File: src/rtl/fnd_scan_ctrl.sv
// fnd_scan_ctrl: 4-digit FND scan controller with inter-digit blanking.
// Optional leading-zero blanking when FND_LEADING_ZERO_BLANK_EN is defined.
module fnd_scan_ctrl #(
   parameter int CLK_HZ       = 100_000_000,
   parameter int SCAN_HZ      = 1000,
   parameter int BLANK_CYCLES = 16
) (
   input  logic       i_clk,
   input  logic       i_reset,
   input  logic       i_enable,
   input  logic [3:0] i_four,
   input  logic [3:0] i_three,
   input  logic [3:0] i_two,
   output logic [1:0] o_digit,
   output logic [3:0] o_fnd_com,
   output logic       o_scan_tick
);
   localparam int DIV = CLK_HZ / SCAN_HZ;
   localparam int CW  = $clog2(DIV);
   typedef enum logic [1:0] {IDLE, BLANK, ON} state_t;
   state_t        r_state, w_state_nx;
   logic [CW-1:0] r_pre, w_pre_nx, r_blk, w_blk_nx;
   logic [1:0]    r_digit, w_digit_nx;
   logic [3:0]    r_com, w_com_nx;
   logic          r_tick, w_tick_nx;
   logic          w_wrap, w_dark;
   always_ff @(posedge i_clk) begin
      if (i_reset) begin
         r_state <= IDLE;
         r_pre   <= '0;
         r_blk   <= '0;
         r_digit <= 2'd0;
         r_com   <= 4'b1111;
         r_tick  <= 1'b0;
      end else begin
         r_state <= w_state_nx;
         r_pre   <= w_pre_nx;
         r_blk   <= w_blk_nx;
         r_digit <= w_digit_nx;
         r_com   <= w_com_nx;
         r_tick  <= w_tick_nx;
      end
   end
   always_comb begin
      w_wrap     = r_pre == CW'(DIV - 1);
      w_state_nx = r_state;
      w_pre_nx   = '0;
      w_blk_nx   = '0;
      w_digit_nx = r_digit;
      w_tick_nx  = 1'b0;
      if (!i_enable) begin
         w_state_nx = IDLE;
         w_digit_nx = 2'd0;
      end else begin
         case (r_state)
            IDLE: begin
               w_state_nx = (BLANK_CYCLES == 0) ? ON : BLANK;
               w_digit_nx = 2'd0;
            end
            BLANK: begin
               w_pre_nx   = w_wrap ? '0 : r_pre + 1'b1;
               w_blk_nx   = r_blk + 1'b1;
               if (r_blk == CW'(BLANK_CYCLES - 1)) begin
                  w_state_nx = ON;
                  w_blk_nx   = '0;
               end
            end
            ON: begin
               w_pre_nx = w_wrap ? '0 : r_pre + 1'b1;
               if (w_wrap) begin
                  w_digit_nx = r_digit + 2'd1;
                  w_tick_nx  = 1'b1;
                  w_state_nx = (BLANK_CYCLES == 0) ? ON : BLANK;
               end
            end
            default: begin
               w_state_nx = IDLE;
               w_digit_nx = 2'd0;
            end
         endcase
      end
`ifdef FND_LEADING_ZERO_BLANK_EN
      w_dark = (w_digit_nx == 2'd3 && i_four == 4'd0)
            || (w_digit_nx == 2'd2 && i_four == 4'd0 && i_three == 4'd0)
            || (w_digit_nx == 2'd1 && ~|{i_four, i_three, i_two});
`else
      w_dark = 1'b0;
`endif
      w_com_nx = (w_state_nx == ON && !w_dark) ? ~(4'b0001 << w_digit_nx) : 4'b1111;
   end
`ifndef FND_LEADING_ZERO_BLANK_EN
   logic w_unused;
   assign w_unused = ^{i_four, i_three, i_two};
`endif
   assign o_digit     = r_digit;
   assign o_fnd_com   = r_com;
   assign o_scan_tick = r_tick;
endmodule

File: config.mk
export PLATFORM = sky130hd
export DESIGN_NAME = fnd_scan_ctrl
export DESIGN_NICKNAME = d
export VERILOG_FILES = /design/src/rtl/fnd_scan_ctrl.sv
export SDC_FILE = /design/constraint.sdc
export NUM_CORES = 1
export LEC_CHECK = 0
export ABC_AREA = 1
export CAP_MARGIN = 10
export CORE_ASPECT_RATIO = 1.25
export CORE_UTILIZATION = 40
export DETAILED_ROUTE_END_ITERATION = 7
export GPL_TIMING_DRIVEN = 1
export PLACE_DENSITY_LB_ADDON = 0.15
export SYNTH_ARGS = -nofsm -noshare
export SYNTH_HDL_FRONTEND = slang
export SYNTH_SLANG_ARGS = --single-unit
File: constraint.sdc
create_clock -name i_clk -period 3.24 [get_ports i_clk]
set_input_delay 0.648 -clock i_clk [delete_from_list [all_inputs] [get_ports i_clk]]
set_output_delay 0.648 -clock i_clk [all_outputs]
set_load 0.03 [all_outputs]
# After elaboration in Yosys (flattened, before gate mapping)

Cells that the tools add are included.

Register bits: 43
Output and inout port bits: 7

Add/subtract/negate cells: 3
Eq/ne operators: 5
Shifts and indexed selects: 1
Muxes and demuxes: 8
Bitwise logic cells: 6
Reductions and logical operators: 6

Operator list:

| operator                | number |
|---|---|
| $add A17 B1 Y17 const B | 2 |
| $eq A17 B17 Y1 const B  | 1 |
| $eq A17 B4 Y1 const B   | 1 |
| $mux W2                 | 5 |
| $reduce_or A4 Y1        | 2 |
| $pmux W2 S3             | 1 |
| $not A1 Y1              | 5 |
| $eq A2 B2 Y1 const B    | 2 |
| $not A4 Y4              | 1 |
| $pmux W2 S2             | 1 |
| $reduce_or A2 Y1        | 2 |
| $shl A1 B2 Y4 const A   | 1 |
| $reduce_or A3 Y1        | 1 |
| $add A2 B1 Y2 const B   | 1 |
| $eq A2 B1 Y1 const B    | 1 |
| $logic_not A2 Y1        | 1 |
| $mux W1                 | 1 |

# Longest topological paths before layout

Gate-level depths: netlist (run 1).

Word-level depth: 7
Gate-level depth with buffers: 11
Depth with buffers taken out: 11

# Worst setup path before layout (run 1)

OpenSTA, ideal clock, no wires.

Kind: reg-to-reg
From: register r_pre[0]
To: register r_com[2], in the netlist o_fnd_com[2]
Data arrival time: 1.324 ns
Slack: 1.789 ns
Cell stages (with the launch flop): 11
Period minus slack after synthesis: 1.451 ns
Path through: dfxtp_1 ha_1 nand2_2 nor2_2 nand3_1 nor2_2 nand4_1 nand2_1 nand3_2 inv_1 nand3_1

Cells in the longest elaborated chain, start to end: 7
Elaborated cells on any way between the ends: 12
Classes of those cells: 2 x eq/ne; 1 x shift; 6 x mux; 2 x bitwise; 1 x reduce/logical

Ends and longest elaborated chain:

| element                    | RTL line | RTL |
|---|---|---|
| start, declared            | 22       | `logic [CW-1:0] r_pre, w_pre_nx, r_blk, w_blk_nx;` |
| start signal, assigned     | 37       | `r_pre <= w_pre_nx;` |
| $eq A17 B17 Y1 (*)         | 45       | `w_wrap = r_pre == CW'(DIV - 1);` |
| $mux W2                    | 70       | `if (w_wrap) begin` |
| $pmux W2 S3                | 55       | `case (r_state)` |
| $mux W2                    | 51       | `if (!i_enable) begin` |
| $eq A2 B2 Y1               | 89       | `w_com_nx = (w_state_nx == ON && !w_dark) ? ~(4'b0001 << w_digit_nx) : 4'b1111;` |
| $not A1 Y1 (no line)       | n/a      |  |
| $reduce_or A2 Y1 (no line) | n/a      |  |
| end signal, assigned       | 40       | `r_com <= w_com_nx;` |
| end, declared              | 24       | `logic [3:0] r_com, w_com_nx;` |

Every way passes the cells marked *; elsewhere a longest branch is shown, timed or not.
A chain may end at the register's enable or synchronous reset.

# Final worst setup path (run 1)

From: register r_digit[0], in the netlist o_digit[0]
To: output port o_digit[0]

RTL lines:

| element                | RTL line | RTL |
|---|---|---|
| start, declared        | 23       | `logic [1:0] r_digit, w_digit_nx;` |
| start signal, assigned | 39       | `r_digit <= w_digit_nx;` |
| end, declared          | 14       | `output logic [1:0] o_digit,` |

No word-level cell between the ends.

==> run metrics, run 1 <==
final wirelength=3800 µm; Final nets=314; worst path bufs/invs=1; Core Box Area=5080 µm²; worst clock skew=0.00667 ns; count leader, synth=dfxtp_1; highest metal used=met4; Design Power=0.878 mW; FF+latch count, synth=43; Worst-path clk slew=0.08 ns; HP Class=flop to flop; max cap viols=0; Die Area=5560 µm²; share of layout cells above drive strength 1=0.105; Reg2Reg Launch Point=r_state[0]; Fill cells=522; max-slew violations=0; Least-Margin Pin Slew=0.457 ns; main area contributors after synthesis=dfxtp_1, inv_1, nor2_1, nand2_1, xor2_1; # H-tree levels=2; Bufs on Longest Clock Path=2; Synth Cell Area=2110 µm²; # diodes=0; Layout area overhead=11.2%; metal1 wirelength=1800 µm; drt wl/cell=10.7 µm; met2 wire len=1850 µm; Via-to-Cell Ratio=4.76; Crit Path Class=flop to output port; initial core utilization=0.415; number of global-route vias before repair=1,599; yosys warns=0; DIE WIDTH=66.9 µm; area leader, netlist=dfxtp_1; placed cell area=2260 µm²; register area share after synthesis=0.409; DPL Wire Length=2880 µm; GRT Resource Usage Total=0.158; CP cell instances=clkdlybuf4s50_1; Unique masters post-synth=33; Net Count, Synth=300; total gr overflow=0; IO buf count=9; top post-synthesis cells by count=dfxtp_1, inv_1, nor2_1, nand2_1, nor3_1; CTS tree=done; fmax=0.485 GHz; period utilisation layout=0.636; Num CTS Buffers=5; Worst EP required=2.59 ns; final setup fails=0; first-pass GRT wire length=6770 µm; WHS Path Cells=1; Max stage delay on crit path=0.70 ns; max_slew headroom=0.694; vias=1,696; Avg Cell Area, Syn=7.55 µm²; CP max FO=5; Top Ports=22; Cell Pwr Density=375 nW/µm²; drt first pass iters=4; final instance area=2340 µm²; Startpoint Class=flop; antenna violations before repair=0; number of synthesized flops with an enable pin=0; Tmin final=2.06 ns; hold worst-path end=r_pre[0]; number of setup buffers added after CTS=0; DIE HEIGHT=83.1 µm; Placer Congestion=0.786; CTS Root Buffer Type=clkbuf_8; remaining antenna violation count after routing=0; Setup Total Neg Slack=0 ns; Top delay family on crit path=buffers and inverters; internal reg-to-reg setup slack=1.55 ns; Final WS setup=1.18 ns; DRC errors left=0; peak supply drop=0.213 mV; ys async rst share=0; Initial DRC Count=40; met3 wire len=83 µm; cts repair resizes=0; Leak=0.925 nW; status=complete, no violations; Clock Sinks=43; unrepaired setup endpoints after global routing=false; hold path start=r_pre[0]; R2R cell count=7; top cell type's share of synthesized area=0.409; Clk Latency, worst-skew pair=0.29 ns; Mapped Cells=279; # rows=29; CP max-delay cell=clkdlybuf4s50_1; Worst setup EP type=output port; FF-to-FF End=r_pre[9]; dominant synthesized flop cell=dfxtp_1; Hold Fails Final Rpt=0; largest net degree at the start of global routing=18; cts hold-fix bufs=0; Setup Slack @ Placement=1.06 ns; CP arrival=1.41 ns
## layout by cell type, fill, tap and decap left out, drive strengths merged, types with 3 or more instances in the layout
master / instances
a21oi: 15
clkbuf: 7
clkdlybuf4s50: 9
dfxtp: 43
ha: 6
inv: 44
nand2: 43
nand3: 21
nand4: 8
nor2: 48
nor3: 20
nor3b: 4
o21a: 3
o21ai: 4
xor2: 10
## per-layer routing
layer / track usage / vias to the layer above
met5: 0 / -
met4: 0.0580 / 0
met3: 0.0412 / 6
met2: 0.263 / 11
met1: 0.189 / 760
li1: - / 919
## worst max path at each step
| stage | from | endpoint | depth (start not counted) |
|---|---|---|---|
| finish | o_digit[0] | o_digit[0] | 1 |
| global route | o_digit[0] | o_digit[0] | 1 |
| global placement | i_reset | r_blk[9] | 5 |
| floorplan | r_pre[0] | o_fnd_com[2] | 10 |
| CTS | o_digit[0] | o_digit[0] | 1 |
| detailed placement | i_reset | r_blk[9] | 5 |
## final cells by class
cell class / instances / area (µm²) / share of cell area
clock buffer: 7 / 76.3 / 0.0326
clock inverter: 1 / 5.00 / 0.00214
inverter: 44 / 165 / 0.0705
multi-input combinational: 190 / 1070 / 0.456
sequential: 43 / 861 / 0.368
tap: 62 / 77.6 / 0.0331
timing repair buffer: 9 / 90.1 / 0.0385
## cells by family (layout without fill, tap and decap cells)
| kind of cell | Yosys count | in the layout | share of synthesized area |
|---|---|---|---|
| XOR/XNOR | 10 | 10 | 0.0416 |
| AO/OA/AOI/OAI | 26 | 26 | 0.0737 |
| AND/OR/NAND/NOR | 148 | 148 | 0.356 |
| flip-flops | 43 | 43 | 0.409 |
| adder cells (fa/ha/maj) | 6 | 6 | 0.0356 |
| buffers and inverters | 46 | 61 | 0.0844 |
## per-stage QoR
stage | std cells | util | hold slack, ns
2_1_floorplan | 279 | - | 0.417
3_3_place_gp | 348 | 0.445 | 0.427
3_5_place_dp | 348 | 0.445 | 0.437
4_1_cts | 356 | 0.461 | 0.455
5_1_grt | 356 | 0.461 | 0.483
6_report | 356 | 0.461 | 0.447
## state kept, by name, indices dropped and copies added (netlist names)
signal,flops
o_scan_tick,1
o_fnd_com,4
r_state,2
r_blk,17
o_digit,2
r_pre,17
## power by group
part	switching [mW]	total (mW)	internal, mW
clock network	0.178	0.330	0.151
logic	0.0115	0.0175	0.00605
registers	0.00129	0.531	0.529
total	0.191	0.878	0.687
(Power assumes the default switching activity.)
==> run 2, diff against run 1 <==
clock period = 1.7 ns   (was 3.24 ns; I/O delays follow)
==> run 2 against run 1 <==
Against the previous run: setup slack got worse by 1.1 ns; register-to-register slack got worse by 1.4 ns; utilization rose by 2.8 points; wire length fell by 1.4%; critical path type unchanged; largest power group unchanged; first-iteration DRC count fell by 13%; sequential share of layout area fell by 2.0 points; clock skew fell by 0.0033 ns.
==> run metrics, run 2 (synthesis gave the netlist of run 1 again) <==
hold path start=r_pre[0] (unchanged); fmax=0.613 GHz; share of layout cells above drive strength 1=0.162 (was 0.105); FF-to-FF End=o_fnd_com[0] (was r_pre[9]); # H-tree levels=2 (unchanged); CTS Root Buffer Type=clkbuf_8 (unchanged); DPL Wire Length=2940 µm (was 2880 µm); Final WS setup=0.0677 ns (was 1.18 ns); Fin Hold WS=0.415 ns (was 0.447 ns); combinational share of power=0.026 (was 0.020); Reg2Reg Launch Point=r_blk[0] (was r_state[0]); number of setup buffers added after CTS=0 (unchanged); max_slew headroom=0.780 (was 0.694); placed cell area=2340 µm² (was 2260 µm²); CP max-delay cell=clkdlybuf4s50_1 (unchanged); Setup Slack @ Placement=0.0595 ns (was 1.06 ns); hold worst-path end=r_pre[0] (unchanged); Bufs on Longest Clock Path=2 (unchanged); CTS tree=done (unchanged); Hold Fails Final Rpt=0 (unchanged); Cells after DPL=357 (was 348); drt wl/cell=10.3 µm (was 10.7 µm); Reg power frac=0.575 (was 0.605); Final nets=323 (was 314); final setup fails=0 (unchanged); Die Area=5560 µm² (unchanged); CP cell instances=clkdlybuf4s50_1 (unchanged); antenna violations before repair=0 (unchanged); Clk Latency, worst-skew pair=0.29 ns (about the same); total gr overflow=0 (unchanged); Num CTS Buffers=5 (unchanged); Post-Layout Cell Count=365 (was 356); Startpoint Class=flop (unchanged); Worst setup EP type=output port (unchanged); CP arrival=1.29 ns (was 1.41 ns); DRC errors left=0 (unchanged); IO buf count=9 (unchanged); status=complete, no violations (unchanged); final instance area=2480 µm² (was 2340 µm²); Tmin final=1.63 ns; period utilisation layout=0.960; drt first pass iters=4 (unchanged); Clk pwr share=0.399 (was 0.375); DIE WIDTH=66.9 µm (unchanged); most frequent cells in the layout=dfxtp_1, inv_1, nor2_1 (unchanged); max cap viols=0 (unchanged); first-pass GRT wire length=6640 µm (was 6770 µm); # diodes=0 (unchanged); largest net degree at the start of global routing=14 (was 18); Net Sw Power=0.357 mW (was 0.191 mW); Worst EP required=1.36 ns (was 2.59 ns); max-slew violations=0 (unchanged); DIE HEIGHT=83.1 µm (unchanged); final wirelength=3740 µm (was 3800 µm); Via-to-Cell Ratio=4.73 (was 4.76); number of global-route vias before repair=1,613 (was 1,599); unrepaired setup endpoints after global routing=true (was false); Top Ports=22 (unchanged); Util after Layout=0.489 (was 0.461); Cell Pwr Density=708 nW/µm² (was 375 nW/µm²); Layout area overhead=17.9% (was 11.2%); initial core utilization=0.415 (unchanged); remaining antenna violation count after routing=0 (unchanged); commonest non-fill, non-tap cell in the layout=dfxtp_1 (unchanged); worst clock skew=0.00338 ns (was 0.00667 ns); Crit Path Class=flop to output port (unchanged); WHS Path Cells=1 (unchanged); cts hold-fix bufs=0 (unchanged); Placer Congestion=0.815 (was 0.786); R2R cell count=8 (was 7); internal reg-to-reg setup slack=0.16 ns (was 1.55 ns); worst path bufs/invs=1 (unchanged); Least-Margin Pin Slew=0.328 ns (was 0.457 ns); peak supply drop=0.404 mV (was 0.213 mV); # rows=29 (unchanged); HP Class=flop to flop (unchanged); vias=1,727 (was 1,696); GRT Resource Usage Total=0.155 (was 0.158); Max stage delay on crit path=0.67 ns (was 0.70 ns); origin of the worst setup path=o_digit[1] (was o_digit[0]); Top delay family on crit path=buffers and inverters (unchanged); Leak=1.00 nW (was 0.925 nW); Clock Sinks=43 (unchanged); Worst-path clk slew=0.08 ns (about the same); Initial DRC Count=35 (was 40); Sw Ratio=0.203 (was 0.217); internal power=1.40 mW (was 0.687 mW); Core Box Area=5080 µm² (unchanged); CP max FO=2 (was 5)
-- run 2: cell count changes in the layout (fill, tap and decap cells not counted), moves of 2 or more --
cell	previous run	this run
buf_4	0	8
nor2_4	1	4
clkbuf_8	5	7
nand3_1	16	14
nand3_2	5	7
nor2_2	5	3
-- run 2: repair_timing --
action | 4_1_cts | 5_1_grt
pin swaps | 0 | 5
endpoints found under the setup margin | 1 | 7
gates resized for setup | 1 | 12
-- run 2: final cells by class --
type                       instances  area [µm²]
fill                             510        2600
inverter                          44         165
tap                               62        77.6
clock buffer                       8         100
multi-input combinational        190        1110
sequential                        43         862
timing repair buffer              18         169
-- run 2: how the worst max path moves through the flow --
| stage | end | cells after the start |
|---|---|---|
| floorplan | o_fnd_com[2] | 10 |
| global placement | o_fnd_com[0] | 7 |
| detailed placement | o_fnd_com[0] | 7 |
| CTS | o_digit[1] | 1 |
| global route | o_fnd_com[3] | 10 |
| finish | o_digit[1] | 1 |
-- run 2: metrics by stage --
stage / power (mW) / TNS (ns)
3_3_place_gp: 1.08 / 0
5_1_grt: 1.84 / -0.0126
6_report: 1.76 / 0
2_1_floorplan: 1.06 / 0
4_1_cts: 1.79 / 0
3_5_place_dp: 1.08 / 0
-- run 2: power groups by stage --
stage	clock [mW]	combinational (mW)	sequential (mW)
2_1_floorplan	0	0.0229	1.03
3_3_place_gp	0	0.0444	1.04
3_5_place_dp	0	0.0445	1.04
4_1_cts	0.734	0.0449	1.01
5_1_grt	0.778	0.0505	1.01
6_report	0.701	0.0449	1.01
-- run 2: layer usage --
| layer | vias up | part of all wire | track usage |
|---|---|---|---|
| li1 | 942 | - | - |
| met1 | 768 | 0.48 | 0.183 |
| met2 | 10 | 0.49 | 0.261 |
| met3 | 7 | 0.018 | 0.0412 |
| met4 | 0 | 0.014 | 0.0580 |
| met5 | - | 0 | 0 |
==> run 3, diff against run 2 <==
clock period = 2.1 ns   (was 1.7 ns; I/O delays follow)
==> run 3 against run 2 <==
Against the previous run: global-route usage shrank 0.35 points; largest power group unchanged; utilization fell by 2.6 points; non-clock buffer count shrank 7; largest cell class unchanged; worst hold slack gained 0.040 ns; first-iteration DRC count grew 150%; flip-flop and latch count unchanged; clock skew up 0.0021 ns; register-to-register slack better by 0.32 ns; sequential share of layout area is 1.9 points higher.
==> run metrics, run 3 (synthesis gave the netlist of run 1 again) <==
number of global-route vias before repair=1,529 (was 1,613); total gr overflow=0 (unchanged); Worst-path clk slew=0.07 ns (was 0.08 ns); Top Ports=22 (unchanged); vias=1,666 (was 1,727); most frequent cells in the layout=dfxtp_1, inv_1, nor2_1 (unchanged); Initial DRC Count=86 (was 35); DIE HEIGHT=83.1 µm (unchanged); multi-input logic area=1070 µm² (was 1110 µm²); Worst EP required=1.68 ns (was 1.36 ns); Max stage delay on crit path=0.71 ns (was 0.67 ns); Startpoint Class=flop (unchanged); Num CTS Buffers=5 (unchanged); cts repair resizes=0 (was 1); worst clock skew=0.00550 ns (was 0.00338 ns); Worst setup EP type=output port (unchanged); Cell Pwr Density=565 nW/µm² (was 708 nW/µm²); period utilisation layout=0.876; largest net degree at the start of global routing=18 (was 14); remaining antenna violation count after routing=0 (unchanged); number of setup buffers added after CTS=0 (unchanged); Leak=0.928 nW (was 1.00 nW); CTS Root Buffer Type=clkbuf_8 (unchanged); Net Sw Power=0.278 mW (was 0.357 mW); antenna violations before repair=0 (unchanged); Clk pwr share=0.361 (was 0.399); Placer Congestion=0.812 (was 0.815); # diodes=0 (unchanged); worst path bufs/invs=1 (unchanged); max cap viols=0 (unchanged); commonest non-fill, non-tap cell in the layout=dfxtp_1 (unchanged); Clock Sinks=43 (unchanged); Fill cells=537 (was 510); Post-Layout Cell Count=356 (was 365); internal power=1.05 mW (was 1.40 mW); fmax=0.543 GHz; HP Class=flop to flop (unchanged); CP cell instances=clkdlybuf4s50_1 (unchanged); Top delay family on crit path=buffers and inverters (unchanged); final wirelength=3740 µm (about the same); Bufs on Longest Clock Path=2 (unchanged); Setup Total Neg Slack=0 ns (unchanged); Core Box Area=5080 µm² (unchanged); Via-to-Cell Ratio=4.68 (was 4.73); IO buf count=9 (unchanged); cts hold-fix bufs=0 (unchanged); Clk Latency, worst-skew pair=0.29 ns (about the same); DRC errors left=0 (unchanged); Reg power frac=0.617 (was 0.575); Fin Hold WS=0.455 ns (was 0.415 ns); # H-tree levels=2 (unchanged); Hold Fails Final Rpt=0 (unchanged); drt wl/cell=10.5 µm (was 10.3 µm); Util after Layout=0.462 (was 0.489); CP arrival=1.42 ns (was 1.29 ns); CP max-delay cell=clkdlybuf4s50_1 (unchanged); storage element area=861 µm² (was 862 µm²); Die Area=5560 µm² (unchanged); Sw Ratio=0.209 (was 0.203); initial core utilization=0.415 (unchanged); unrepaired setup endpoints after global routing=false (was true); combinational share of power=0.022 (was 0.026); GRT Resource Usage Total=0.151 (was 0.155); max_slew headroom=0.784 (was 0.780); final setup fails=0 (unchanged); Layout area overhead=11.5% (was 17.9%); Final nets=316 (was 323); Least-Margin Pin Slew=0.322 ns (was 0.328 ns); first-pass GRT wire length=6470 µm (was 6640 µm); status=complete, no violations (unchanged); # rows=29 (unchanged); DPL Wire Length=2830 µm (was 2940 µm); Crit Path Class=flop to output port (unchanged); max-slew violations=0 (unchanged); peak supply drop=0.314 mV (was 0.404 mV); Tmin final=1.84 ns; DIE WIDTH=66.9 µm (unchanged); CP max FO=5 (was 2); drt first pass iters=4 (unchanged); CTS tree=done (unchanged); Cells after DPL=350 (was 357); share of layout cells above drive strength 1=0.109 (was 0.162)
## run 3: area by class of cell
class	count	area share
clock buffers	6	0.0309
inverters	44	0.0703
multi-input cells	190	0.454
flip-flops and latches	43	0.367
well taps	62	0.0330
repair buffers	11	0.0448
## run 3: path summary, 6_finish.rpt
| check | startpoint | endpoint | slack [ns] | cells past startpoint |
|---|---|---|---|---|
| setup reg to reg | r_blk[0] | o_fnd_com[1] | 0.48 | 8 |
| hold / removal | r_pre[0] | r_pre[0] | 0.45 | 1 |
| hold reg to reg | r_pre[0] | r_pre[0] | 0.45 | 1 |
| setup / recovery | o_digit[0] | o_digit[0] | 0.26 | 1 |
## run 3: power by group through the flow
stage	combinational [mW]	clock, mW	sequential (mW)
after floorplan	0.0186	0	0.838
after global placement	0.0289	0	0.838
after detailed placement	0.0290	0	0.838
after CTS	0.0291	0.505	0.819
after global routing	0.0324	0.531	0.819
final	0.0289	0.479	0.819
## run 3: metrics by stage
| stage | cell area (µm²) | setup slack [ns] | power [mW] |
|---|---|---|---|
| CTS | 2350 | 0.252 | 1.35 |
| global placement | 2280 | 0.327 | 0.867 |
| finish | 2350 | 0.260 | 1.33 |
| floorplan | 2110 | 0.649 | 0.856 |
| detailed placement | 2280 | 0.312 | 0.867 |
| global route | 2350 | 0.208 | 1.38 |
## run 3: routing by layer
layer / GRT usage / routed length (µm) / vias to the layer above
met2: 0.249 / 1780 / 8
met4: 0.0696 / 63 / 0
met1: 0.180 / 1830 / 730
met5: 0 / 0 / -
met3: 0.0371 / 66 / 7
li1: - / - / 921
